<file path="src/rtl/mul_div_sequencer_pkg.sv">
// rtl/mul_div_sequencer_pkg.sv - state encoding, opcode constants and opcode helpers for the Mini SRC sequencer
package minisrc_ctrl_pkg;

  localparam int OP_W = 5;

  typedef enum logic [3:0] {
    IDLE,
    T0,
    T1,
    T2,
    T3,
    T4,
    T5,
    T6,
    DONE
  } state_t;

  localparam logic [OP_W-1:0] INC_PC = 5'b11111;
  localparam logic [OP_W-1:0] MUL    = 5'b01111;
  localparam logic [OP_W-1:0] DIV    = 5'b10000;

  // MUL and DIV produce a 64-bit result that is written back through LO then HI.
  function automatic logic is_two_result(input logic [OP_W-1:0] op);
    return (op == MUL) || (op == DIV);
  endfunction

endpackage

</file>
<file path="src/rtl/mul_div_sequencer_if.sv">
// rtl/mul_div_sequencer_if.sv - sequencer <-> datapath control bundle (master = sequencer, slave = datapath)
interface mul_div_sequencer_if #(
  parameter int DATA_W   = 32,
  parameter int NUM_REGS = 16,
  parameter int ALU_OP_W = 5
);

  logic                run;
  logic [DATA_W-1:0]   ir;
  logic                mem_ready;

  logic                pc_out;
  logic                pc_en;
  logic                mar_en;
  logic                read;
  logic                mdr_en;
  logic                mdr_out;
  logic                ir_en;
  logic                y_en;
  logic                z_lo_en;
  logic                z_hi_en;
  logic                z_lo_out;
  logic                z_hi_out;
  logic                lo_en;
  logic                hi_en;
  logic [NUM_REGS-1:0] reg_out;
  logic [NUM_REGS-1:0] reg_en;
  logic [ALU_OP_W-1:0] alu_control;
  logic                busy;
  logic                done;
  logic                illegal;

  modport master (
    input  run, ir, mem_ready,
    output pc_out, pc_en, mar_en, read, mdr_en, mdr_out, ir_en, y_en,
           z_lo_en, z_hi_en, z_lo_out, z_hi_out, lo_en, hi_en,
           reg_out, reg_en, alu_control, busy, done, illegal
  );

  modport slave (
    output run, ir, mem_ready,
    input  pc_out, pc_en, mar_en, read, mdr_en, mdr_out, ir_en, y_en,
           z_lo_en, z_hi_en, z_lo_out, z_hi_out, lo_en, hi_en,
           reg_out, reg_en, alu_control, busy, done, illegal
  );

endinterface

</file>
<file path="src/rtl/mul_div_sequencer_onehot_dec.sv">
// rtl/mul_div_sequencer_onehot_dec.sv - register index to one-hot select, all-zero when not enabled
module onehot_dec #(
  parameter int RSEL_W = 4
) (
  input  logic [RSEL_W-1:0]        idx,
  input  logic                     en,
  output logic [(1<<RSEL_W)-1:0]   onehot
);

  always_comb begin
    onehot = '0;
    if (en) onehot[idx] = 1'b1;
  end

endmodule

</file>
<file path="src/rtl/mul_div_sequencer.sv">
// rtl/mul_div_sequencer.sv - Mini SRC fetch + reg-reg ALU control sequencer with MUL/DIV LO/HI writeback
// Optional memory wait state in T1: MUL_DIV_SEQ_MEM_WAIT_EN
module mul_div_sequencer
  import minisrc_ctrl_pkg::*;
#(
  parameter int DATA_W   = 32,
  parameter int NUM_REGS = 16,
  parameter int ALU_OP_W = 5
) (
  input  logic                 clk,
  input  logic                 clr,
  mul_div_sequencer_if.master  bus
);

  localparam int RSEL_W = $clog2(NUM_REGS);

  state_t              state;
  state_t              next_state;
  logic [ALU_OP_W-1:0] opcode;
  logic [ALU_OP_W-1:0] alu_q;
  logic [RSEL_W-1:0]   ra;
  logic [RSEL_W-1:0]   rb;
  logic [RSEL_W-1:0]   rc;
  logic [RSEL_W-1:0]   out_sel;
  logic                out_sel_en;
  logic                wr_sel_en;
  logic                two_result;
  logic                illegal_op;
  logic                illegal_q;
  logic                mem_ack;
  logic                unused_ir_bits;

  assign opcode = bus.ir[DATA_W-1 -: ALU_OP_W];
  assign ra     = bus.ir[DATA_W-ALU_OP_W-1 -: RSEL_W];
  assign rb     = bus.ir[DATA_W-ALU_OP_W-RSEL_W-1 -: RSEL_W];
  assign rc     = bus.ir[DATA_W-ALU_OP_W-2*RSEL_W-1 -: RSEL_W];
  assign unused_ir_bits = ^bus.ir[DATA_W-ALU_OP_W-3*RSEL_W-1:0];

  assign two_result = is_two_result(OP_W'(opcode));
  assign illegal_op = (opcode == ALU_OP_W'(INC_PC));

`ifdef MUL_DIV_SEQ_MEM_WAIT_EN
  assign mem_ack = bus.mem_ready;
`else
  logic unused_mem_ready;
  assign mem_ack          = 1'b1;
  assign unused_mem_ready = bus.mem_ready;
`endif

  // alu_control is loaded on entry to T0/T4 so it is valid for the whole state and holds elsewhere.
  always_ff @(posedge clk or posedge clr) begin
    if (clr) begin
      state     <= IDLE;
      alu_q     <= '0;
      illegal_q <= 1'b0;
    end else begin
      state <= next_state;
      if (next_state == T0)      alu_q <= ALU_OP_W'(INC_PC);
      else if (next_state == T4) alu_q <= opcode;
      if (state == T3)           illegal_q <= illegal_op;
    end
  end

  always_comb begin
    next_state = state;
    case (state)
      IDLE:    if (bus.run) next_state = T0;
      T0:      next_state = T1;
      T1:      if (mem_ack) next_state = T2;
      T2:      next_state = T3;
      T3:      next_state = illegal_op ? DONE : T4;
      T4:      next_state = T5;
      T5:      next_state = two_result ? T6 : DONE;
      T6:      next_state = DONE;
      DONE:    next_state = bus.run ? T0 : IDLE;
      default: next_state = IDLE;
    endcase
  end

  always_comb begin
    bus.pc_out   = 1'b0;
    bus.pc_en    = 1'b0;
    bus.mar_en   = 1'b0;
    bus.read     = 1'b0;
    bus.mdr_en   = 1'b0;
    bus.mdr_out  = 1'b0;
    bus.ir_en    = 1'b0;
    bus.y_en     = 1'b0;
    bus.z_lo_en  = 1'b0;
    bus.z_hi_en  = 1'b0;
    bus.z_lo_out = 1'b0;
    bus.z_hi_out = 1'b0;
    bus.lo_en    = 1'b0;
    bus.hi_en    = 1'b0;
    bus.done     = 1'b0;
    bus.illegal  = 1'b0;
    case (state)
      T0: begin
        bus.pc_out  = 1'b1;
        bus.mar_en  = 1'b1;
        bus.z_lo_en = 1'b1;
      end
      // PC update and MDR capture only in the T1 exit cycle, however long T1 is held.
      T1: begin
        bus.read     = 1'b1;
        bus.z_lo_out = mem_ack;
        bus.pc_en    = mem_ack;
        bus.mdr_en   = mem_ack;
      end
      T2: begin
        bus.mdr_out = 1'b1;
        bus.ir_en   = 1'b1;
      end
      T3: bus.y_en = 1'b1;
      T4: begin
        bus.z_lo_en = 1'b1;
        bus.z_hi_en = two_result;
      end
      T5: begin
        bus.z_lo_out = 1'b1;
        bus.lo_en    = two_result;
      end
      T6: begin
        bus.z_hi_out = 1'b1;
        bus.hi_en    = 1'b1;
      end
      DONE: begin
        bus.done    = 1'b1;
        bus.illegal = illegal_q;
      end
      default: ;
    endcase
  end

  assign bus.alu_control = alu_q;
  assign bus.busy        = (state != IDLE);

  assign out_sel    = (state == T3) ? rb : rc;
  assign out_sel_en = (state == T3) || (state == T4);
  assign wr_sel_en  = (state == T5) && !two_result;

  onehot_dec #(.RSEL_W(RSEL_W)) u_out_dec (
    .idx    (out_sel),
    .en     (out_sel_en),
    .onehot (bus.reg_out)
  );

  onehot_dec #(.RSEL_W(RSEL_W)) u_en_dec (
    .idx    (ra),
    .en     (wr_sel_en),
    .onehot (bus.reg_en)
  );

endmodule
</file>
<file path="src/flat_wrapper.sv">
// flat-port wrapper written by rule: the top's interface ports become plain ports
module mul_div_sequencer_flat import minisrc_ctrl_pkg::*;
#(
  parameter int DATA_W   = 32,
  parameter int NUM_REGS = 16,
  parameter int ALU_OP_W = 5
)
  (clk, clr, bus_run, bus_ir, bus_mem_ready, bus_pc_out, bus_pc_en, bus_mar_en, bus_read, bus_mdr_en, bus_mdr_out, bus_ir_en, bus_y_en, bus_z_lo_en, bus_z_hi_en, bus_z_lo_out, bus_z_hi_out, bus_lo_en, bus_hi_en, bus_reg_out, bus_reg_en, bus_alu_control, bus_busy, bus_done, bus_illegal);
  mul_div_sequencer_if #(.DATA_W(DATA_W), .NUM_REGS(NUM_REGS), .ALU_OP_W(ALU_OP_W)) bus_i ();
  input  logic clk;
  input  logic clr;
  input wire logic [$bits(bus_i.run)-1:0] bus_run;
  input wire logic [$bits(bus_i.ir)-1:0] bus_ir;
  input wire logic [$bits(bus_i.mem_ready)-1:0] bus_mem_ready;
  output wire logic [$bits(bus_i.pc_out)-1:0] bus_pc_out;
  output wire logic [$bits(bus_i.pc_en)-1:0] bus_pc_en;
  output wire logic [$bits(bus_i.mar_en)-1:0] bus_mar_en;
  output wire logic [$bits(bus_i.read)-1:0] bus_read;
  output wire logic [$bits(bus_i.mdr_en)-1:0] bus_mdr_en;
  output wire logic [$bits(bus_i.mdr_out)-1:0] bus_mdr_out;
  output wire logic [$bits(bus_i.ir_en)-1:0] bus_ir_en;
  output wire logic [$bits(bus_i.y_en)-1:0] bus_y_en;
  output wire logic [$bits(bus_i.z_lo_en)-1:0] bus_z_lo_en;
  output wire logic [$bits(bus_i.z_hi_en)-1:0] bus_z_hi_en;
  output wire logic [$bits(bus_i.z_lo_out)-1:0] bus_z_lo_out;
  output wire logic [$bits(bus_i.z_hi_out)-1:0] bus_z_hi_out;
  output wire logic [$bits(bus_i.lo_en)-1:0] bus_lo_en;
  output wire logic [$bits(bus_i.hi_en)-1:0] bus_hi_en;
  output wire logic [$bits(bus_i.reg_out)-1:0] bus_reg_out;
  output wire logic [$bits(bus_i.reg_en)-1:0] bus_reg_en;
  output wire logic [$bits(bus_i.alu_control)-1:0] bus_alu_control;
  output wire logic [$bits(bus_i.busy)-1:0] bus_busy;
  output wire logic [$bits(bus_i.done)-1:0] bus_done;
  output wire logic [$bits(bus_i.illegal)-1:0] bus_illegal;
  assign bus_i.run = bus_run;
  assign bus_i.ir = bus_ir;
  assign bus_i.mem_ready = bus_mem_ready;
  assign bus_pc_out = bus_i.pc_out;
  assign bus_pc_en = bus_i.pc_en;
  assign bus_mar_en = bus_i.mar_en;
  assign bus_read = bus_i.read;
  assign bus_mdr_en = bus_i.mdr_en;
  assign bus_mdr_out = bus_i.mdr_out;
  assign bus_ir_en = bus_i.ir_en;
  assign bus_y_en = bus_i.y_en;
  assign bus_z_lo_en = bus_i.z_lo_en;
  assign bus_z_hi_en = bus_i.z_hi_en;
  assign bus_z_lo_out = bus_i.z_lo_out;
  assign bus_z_hi_out = bus_i.z_hi_out;
  assign bus_lo_en = bus_i.lo_en;
  assign bus_hi_en = bus_i.hi_en;
  assign bus_reg_out = bus_i.reg_out;
  assign bus_reg_en = bus_i.reg_en;
  assign bus_alu_control = bus_i.alu_control;
  assign bus_busy = bus_i.busy;
  assign bus_done = bus_i.done;
  assign bus_illegal = bus_i.illegal;
  mul_div_sequencer #(.DATA_W(DATA_W), .NUM_REGS(NUM_REGS), .ALU_OP_W(ALU_OP_W)) u_core (.clk(clk), .clr(clr), .bus(bus_i));
endmodule
</file>
<file path="config.mk">
export PLATFORM = sky130hd
export DESIGN_NAME = mul_div_sequencer_flat
export DESIGN_NICKNAME = d
export VERILOG_FILES = /design/src/rtl/mul_div_sequencer_pkg.sv /design/src/rtl/mul_div_sequencer_if.sv /design/src/rtl/mul_div_sequencer_onehot_dec.sv /design/src/rtl/mul_div_sequencer.sv /design/src/flat_wrapper.sv
export SDC_FILE = /design/constraint.sdc
export NUM_CORES = 1
export LEC_CHECK = 0
export BUFFER_PORTS_ARGS = -buffer_cell sky130_fd_sc_hd__buf_4
export CORE_MARGIN = 5
export CORE_UTILIZATION = 37
export DETAILED_ROUTE_END_ITERATION = 16
export PLACE_DENSITY_LB_ADDON = 0.3
export SLEW_MARGIN = 20
export SYNTH_ARGS = -nofsm -noshare
export SYNTH_HDL_FRONTEND = slang
export SYNTH_SLANG_ARGS = --single-unit
</file>
<file path="constraint.sdc">
create_clock -name clk -period 2 [get_ports clk]
set_input_delay 0.2 -clock clk [delete_from_list [all_inputs] [get_ports clk]]
set_output_delay 0.2 -clock clk [all_outputs]
set_load 0.01 [all_outputs]
</file>
==> results of run 1 <==
-- what timing repair did --
| item | CTS | global route |
|---|---|---|
| pin swaps | 4 | 11 |
| buffers inserted | 3 | 8 |
| gates resized for setup | 16 | 33 |
| hold endpoints to repair | 10 | 0 |
| hold buffers | 1 | 0 |
| endpoints found under the setup margin | 32 | 32 |
-- per-layer routing --
metal  vias up  routed length, um  GRT usage, %
met4         0                 77          5.57
li1        592                  -             -
met2        47               1950          34.7
met5         -                  0             0
met3         7                323          2.94
met1       578               1190          18.2
-- state kept, by name, summed over array words and instances, names as in the netlist --
name	cells
u_core.illegal_q	1
u_core.bus.alu_control	5
u_core.state	4
-- cell families after synthesis --
| group | count (synthesis) | share of synthesized area, % |
|---|---|---|
| simple gates | 77 | 40.5 |
| flops | 10 | 25.7 |
| buf+inv | 19 | 13.2 |
| xor+xnor | 1 | 0.900 |
| mux | 4 | 4.37 |
| compound gates | 14 | 15.3 |
-- final cells by class --
cell class	instances	area [um^2]	area share (%)
multi-input cells	96	787	42.1
repair buffers	92	719	38.5
flip-flops and latches	10	250	13.4
inverters	8	37.5	2.01
well taps	30	37.5	2.01
clock buffers	4	36.3	1.94
-- power groups by stage --
stage                     combinational, mW  sequential (mW)  clock [mW]
after floorplan                       0.684            0.357           0
after global placement                 1.03            0.357           0
after detailed placement               1.05            0.362           0
after CTS                              1.15            0.358       0.184
after global routing                   1.43            0.367       0.197
final                                  1.33            0.358       0.177
-- through the flow --
stage	setup TNS, ps	setup WS (ps)	hold WS, ps
2_1_floorplan	0	52.1	40.2
3_3_place_gp	0	83.7	197
3_5_place_dp	0	38.8	208
4_1_cts	-2120	-113	181
5_1_grt	-4120	-214	187
6_report	-1940	-168	187
-- placed cells by master, fill, tap and decap left out, types with 2 or more instances in the layout --
master     n
nand2_1    6
a31oi_4    3
inv_1      7
nor3_2     2
and2_1     2
nand3b_1   3
o22a_1     4
buf_6      5
nor2_1    21
nor2_2     8
clkbuf_4   3
nand2_4    2
and4_1     2
nor2_4     5
nand2b_1   4
dfrtp_1   10
and3_1     2
nor3_1     5
nand2_2    2
buf_4     85
-- worst paths after layout --
check                           slack, ps                        end                       from
worst max-delay path                 -170             bus_reg_out[2]            u_core.state[3]
worst min-delay path                  190  u_core.bus.alu_control[3]                 bus_ir[30]
worst max register to register        350  u_core.bus.alu_control[4]            u_core.state[3]
worst min register to register        490  u_core.bus.alu_control[3]  u_core.bus.alu_control[3]
max in group asynchronous            1260  u_core.bus.alu_control[2]                        clr
min in group asynchronous             470  u_core.bus.alu_control[3]                        clr
==> impl_metrics.json, run 1 <==
{
  "outcome": "finished, violations left",
  "violations": "negative setup slack",
  "hold_depth": 2,
  "clkSlewWorstSetupHoldPaths_ps": 60,
  "slew_headroom_pct": 69.8,
  "vias": 1224,
  "synth-main-ff-cell": "dfrtp_1",
  "path_class": "register to output port",
  "path_cells": "nand2b_4 > or3_4 > inv_8 > mux2i_4 > nand2_2 > nor2_2 > buf_4",
  "ant_nets": 0,
  "combPwrFrac_pct": 71.4,
  "grt_usage_pct": 17.5,
  "yosysSeqAreaShare_pct": 25.7,
  "max_slew.worst_pin.slew_ps": 450,
  "clk_latency_ps": 260,
  "initial_core_util_pct": 38.9,
  "cap_viol_max_count": 0,
  "critical-path-max-stage-delay_ps": 390,
  "fin_cells": 240,
  "wl_per_cell_um": 14.8,
  "hold_violations": 0,
  "sw_frac_of_total_pct": 41.8,
  "grt_antenna_before_repair": 0,
  "finalCritPeriodShare_pct": 108,
  "synth_warnings": 0,
  "dieArea_um2": 3760,
  "rsz0062_at_grt": "true",
  "reg2regPathDepth": 5,
  "drv_slew": 0,
  "gp_congestion": 0.818,
  "die_w_um": 61.3,
  "power.density_nw_per_um2": 1000,
  "synthTopCellsByArea": "dfrtp_1, nor2_1, a31oi_4",
  "synth_cell_type_count": 39,
  "grt.overflow.total": 0,
  "drc": 0,
  "clock.fmax_mhz": 461,
  "power_mw": 1.87,
  "post-route-util_pct": 74.7,
  "pwr-share-seq_pct": 19.2,
  "crit_path_start_kind": "register",
  "clkSinkCount": 10,
  "netlist_area_um2": 973,
  "drt-total-wl_mm": 3.54,
  "crit_family": "simple AND/OR/NAND/NOR gates",
  "setup_violations": 24,
  "grt_pass1_vias": 1188,
  "drt-initial-drc-count": 29,
  "critPathCaptureType": "output port",
  "clkPwrFrac_pct": 9.5,
  "setup_slack_ps": -168,
  "die_h_um": 61.3,
  "synthesis.nets": 161,
  "synth_top_area_share_pct": 25.7,
  "skew_ps": 0.397,
  "place_inst": 224,
  "layout.nets": 247,
  "h-tree-depth": 1,
  "io_pins": 90,
  "dp_hpwl_mm": 2.71,
  "grt_pass1_wl_mm": 5.04,
  "coreArea_um2": 2500,
  "cts_inserted_buffers": 3,
  "placed_area_um2": 1520,
  "viasPerCell": 5.10,
  "syn2layout_area_growth_pct": 91.9,
  "synth-seq-cells": 10,
  "num_rows": 18,
  "grt_max_degree": 11,
  "cts_tree": "done",
  "yosys-top-cells-count": "nor2_1, dfrtp_1, nand2_1",
  "internal_power_mw": 1.09,
  "fillers": 190,
  "clock_path_buffers": 2,
  "cpMaxStageDelayCell": "dfrtp_1",
  "yosysMostFrequentCell": "nor2_1",
  "synth.avg_cell_area_um2": 7.79,
  "cp.arrival_ps": 1970,
  "worst-path-buf-inv": 2,
  "first_pass_iters": 4,
  "power_switching_uw": 782,
  "clockRootBuffer": "clkbuf_4",
  "path_depth": 7,
  "final_cell_area_um2": 1870,
  "drive_above_1_share_pct": 62.9,
  "yosysTopAreaCell": "dfrtp_1",
  "crit_required_ps": 1800,
  "n_antenna_cell": 0,
  "synth-edff-count": 0,
  "critPathMaxFanout": 8,
  "worstHoldPathType": "input port to register",
  "p_leak_nw": 0.907,
  "min_period_ps": 2170,
  "ir_drop_mv": 0.810,
  "port_buffers": 73,
  "synth_async_sr_flop_share_pct": 100,
  "synthCells": 125
}
Note: power is estimated with default switching activity, not from simulation.
==> run 2: changes to the inputs <==
PLACE_DENSITY = 0.81   (was unset)
PLACE_DENSITY_LB_ADDON = unset   (was 0.3)
REMOVE_ABC_BUFFERS = 1   (was unset)
==> impl_metrics.json, run 2 (same netlist as run 1, synthesis figures left out) <==
{
  "clock_path_buffers": 2,
  "seqCellArea_um2": 250,
  "largest_reg_flops": 5,
  "die_w_um": 61.3,
  "fin_cells": 236,
  "critPathCaptureType": "output port",
  "vias": 1230,
  "clkSlewWorstSetupHoldPaths_ps": 70,
  "clk_latency_ps": 280,
  "first_pass_iters": 4,
  "worstHoldPathType": "input port to register",
  "drc": 0,
  "max_slew.worst_pin.slew_ps": 475,
  "syn2layout_area_growth_pct": 89.1,
  "rsz0062_at_grt": "true",
  "hold_violations": 0,
  "clockRootBuffer": "clkbuf_4",
  "path_class": "register to output port",
  "wl_per_cell_um": 16.9,
  "num_rows": 18,
  "viasPerCell": 5.21,
  "n_antenna_cell": 0,
  "cts_tree": "done",
  "power_switching_uw": 830,
  "crit_path_start_kind": "register",
  "ant_nets": 0,
  "combPwrFrac_pct": 73.4,
  "drive_above_1_share_pct": 65.5,
  "post-route-util_pct": 73.6,
  "initial_core_util_pct": 38.9,
  "setup_slack_ps": -174,
  "placed_area_um2": 1510,
  "drt-total-wl_mm": 3.98,
  "die_h_um": 61.3,
  "clkPwrFrac_pct": 7.7,
  "violations": "negative setup slack",
  "place_inst": 223,
  "dp_hpwl_mm": 2.79,
  "multi_input_area_um2": 798,
  "power_mw": 1.89,
  "h-tree-depth": 1,
  "clkSinkCount": 10,
  "drt-initial-drc-count": 49,
  "setup_violations": 29,
  "port_buffers": 73,
  "min_period_ps": 2170,
  "slew_headroom_pct": 68.1,
  "cap_viol_max_count": 0,
  "critPathMaxFanout": 7,
  "io_pins": 90,
  "grt_antenna_before_repair": 0,
  "grt_pass1_wl_mm": 5.44,
  "holdWs_ps": 175,
  "cts_inserted_buffers": 3,
  "dieArea_um2": 3760,
  "final_cell_area_um2": 1840,
  "layout.nets": 244,
  "outcome": "finished, violations left",
  "p_leak_nw": 0.904,
  "drv_slew": 0,
  "power.density_nw_per_um2": 1030,
  "grt.overflow.total": 0,
  "cp.arrival_ps": 1970,
  "clock.fmax_mhz": 460,
  "grt_pass1_vias": 1137,
  "internal_power_mw": 1.06,
  "grt_max_degree": 11,
  "finalCritPeriodShare_pct": 109,
  "ir_drop_mv": 0.807,
  "pwr-share-seq_pct": 18.9,
  "coreArea_um2": 2500,
  "crit_required_ps": 1800,
  "final_cell_mix": "buf_4, nor2_1, nor2_2, dfrtp_1, inv_1",
  "skew_ps": 3.03,
  "layout_commonest_cell": "buf_4",
  "gp_congestion": 0.778,
  "sw_frac_of_total_pct": 44.0,
  "fillers": 174,
  "grt_usage_pct": 19.5
}
==> run 2: per-layer routing <==
layer	GRT usage (%)	part of all wire [%]
met1	23.3	38
met2	36.1	55
met3	1.89	5.7
met4	6.50	1.9
met5	0	0
==> run 2: layout make-up <==
type                       instances  share of cell area (%)
sequential                        10                    13.6
timing repair buffer              89                    37.5
clock buffer                       3                    1.22
multi-input combinational         96                    43.4
inverter                           8                    2.31
tap                               30                    2.04
==> run 2: worst paths after layout <==
path / slack (ps) / cells past startpoint / start / end
setup / recovery: -170 / 7 / u_core.state[3] / bus_reg_out[5]
hold / removal: 170 / 2 / bus_ir[30] / u_core.bus.alu_control[3]
setup reg to reg: 320 / 5 / u_core.state[3] / u_core.bus.alu_control[4]
hold reg to reg: 500 / 1 / u_core.bus.alu_control[1] / u_core.bus.alu_control[1]
max in group asynchronous: 1250 / 3 / clr / u_core.bus.alu_control[3]
min in group asynchronous: 460 / 3 / clr / u_core.bus.alu_control[4]
==> run 2: critical path, stage by stage (launching register included) <==
cell and delay [ps]:
dfrtp_1 400, nand2b_4 150, or3_4 410, clkinv_8 90, mux2_4 330, nand2_4 120
nor2_2 40, buf_4 140
==> run 2: timing repair <==
item,4_1_cts,5_1_grt
endpoints found under the setup margin,32,32
pin swaps,24,16
buffers inserted,4,5
resized for setup,30,23
hold endpoints to repair,10,0
hold buffers,1,0
==> run 2: stage by stage <==
step	setup TNS (ps)	setup WS, ps
6_report	-2950	-174
5_1_grt	-4590	-205
4_1_cts	-2010	-116
3_5_place_dp	0	84.1
3_3_place_gp	0	109
2_1_floorplan	0	22.7
==> run 2: power groups by stage <==
stage / clock network [mW] / registers, mW / logic (mW)
after floorplan: 0 / 0.409 / 0.495
after global placement: 0 / 0.339 / 1.03
after detailed placement: 0 / 0.344 / 1.06
after CTS: 0.143 / 0.350 / 1.26
after global routing: 0.151 / 0.366 / 1.48
final: 0.145 / 0.357 / 1.38
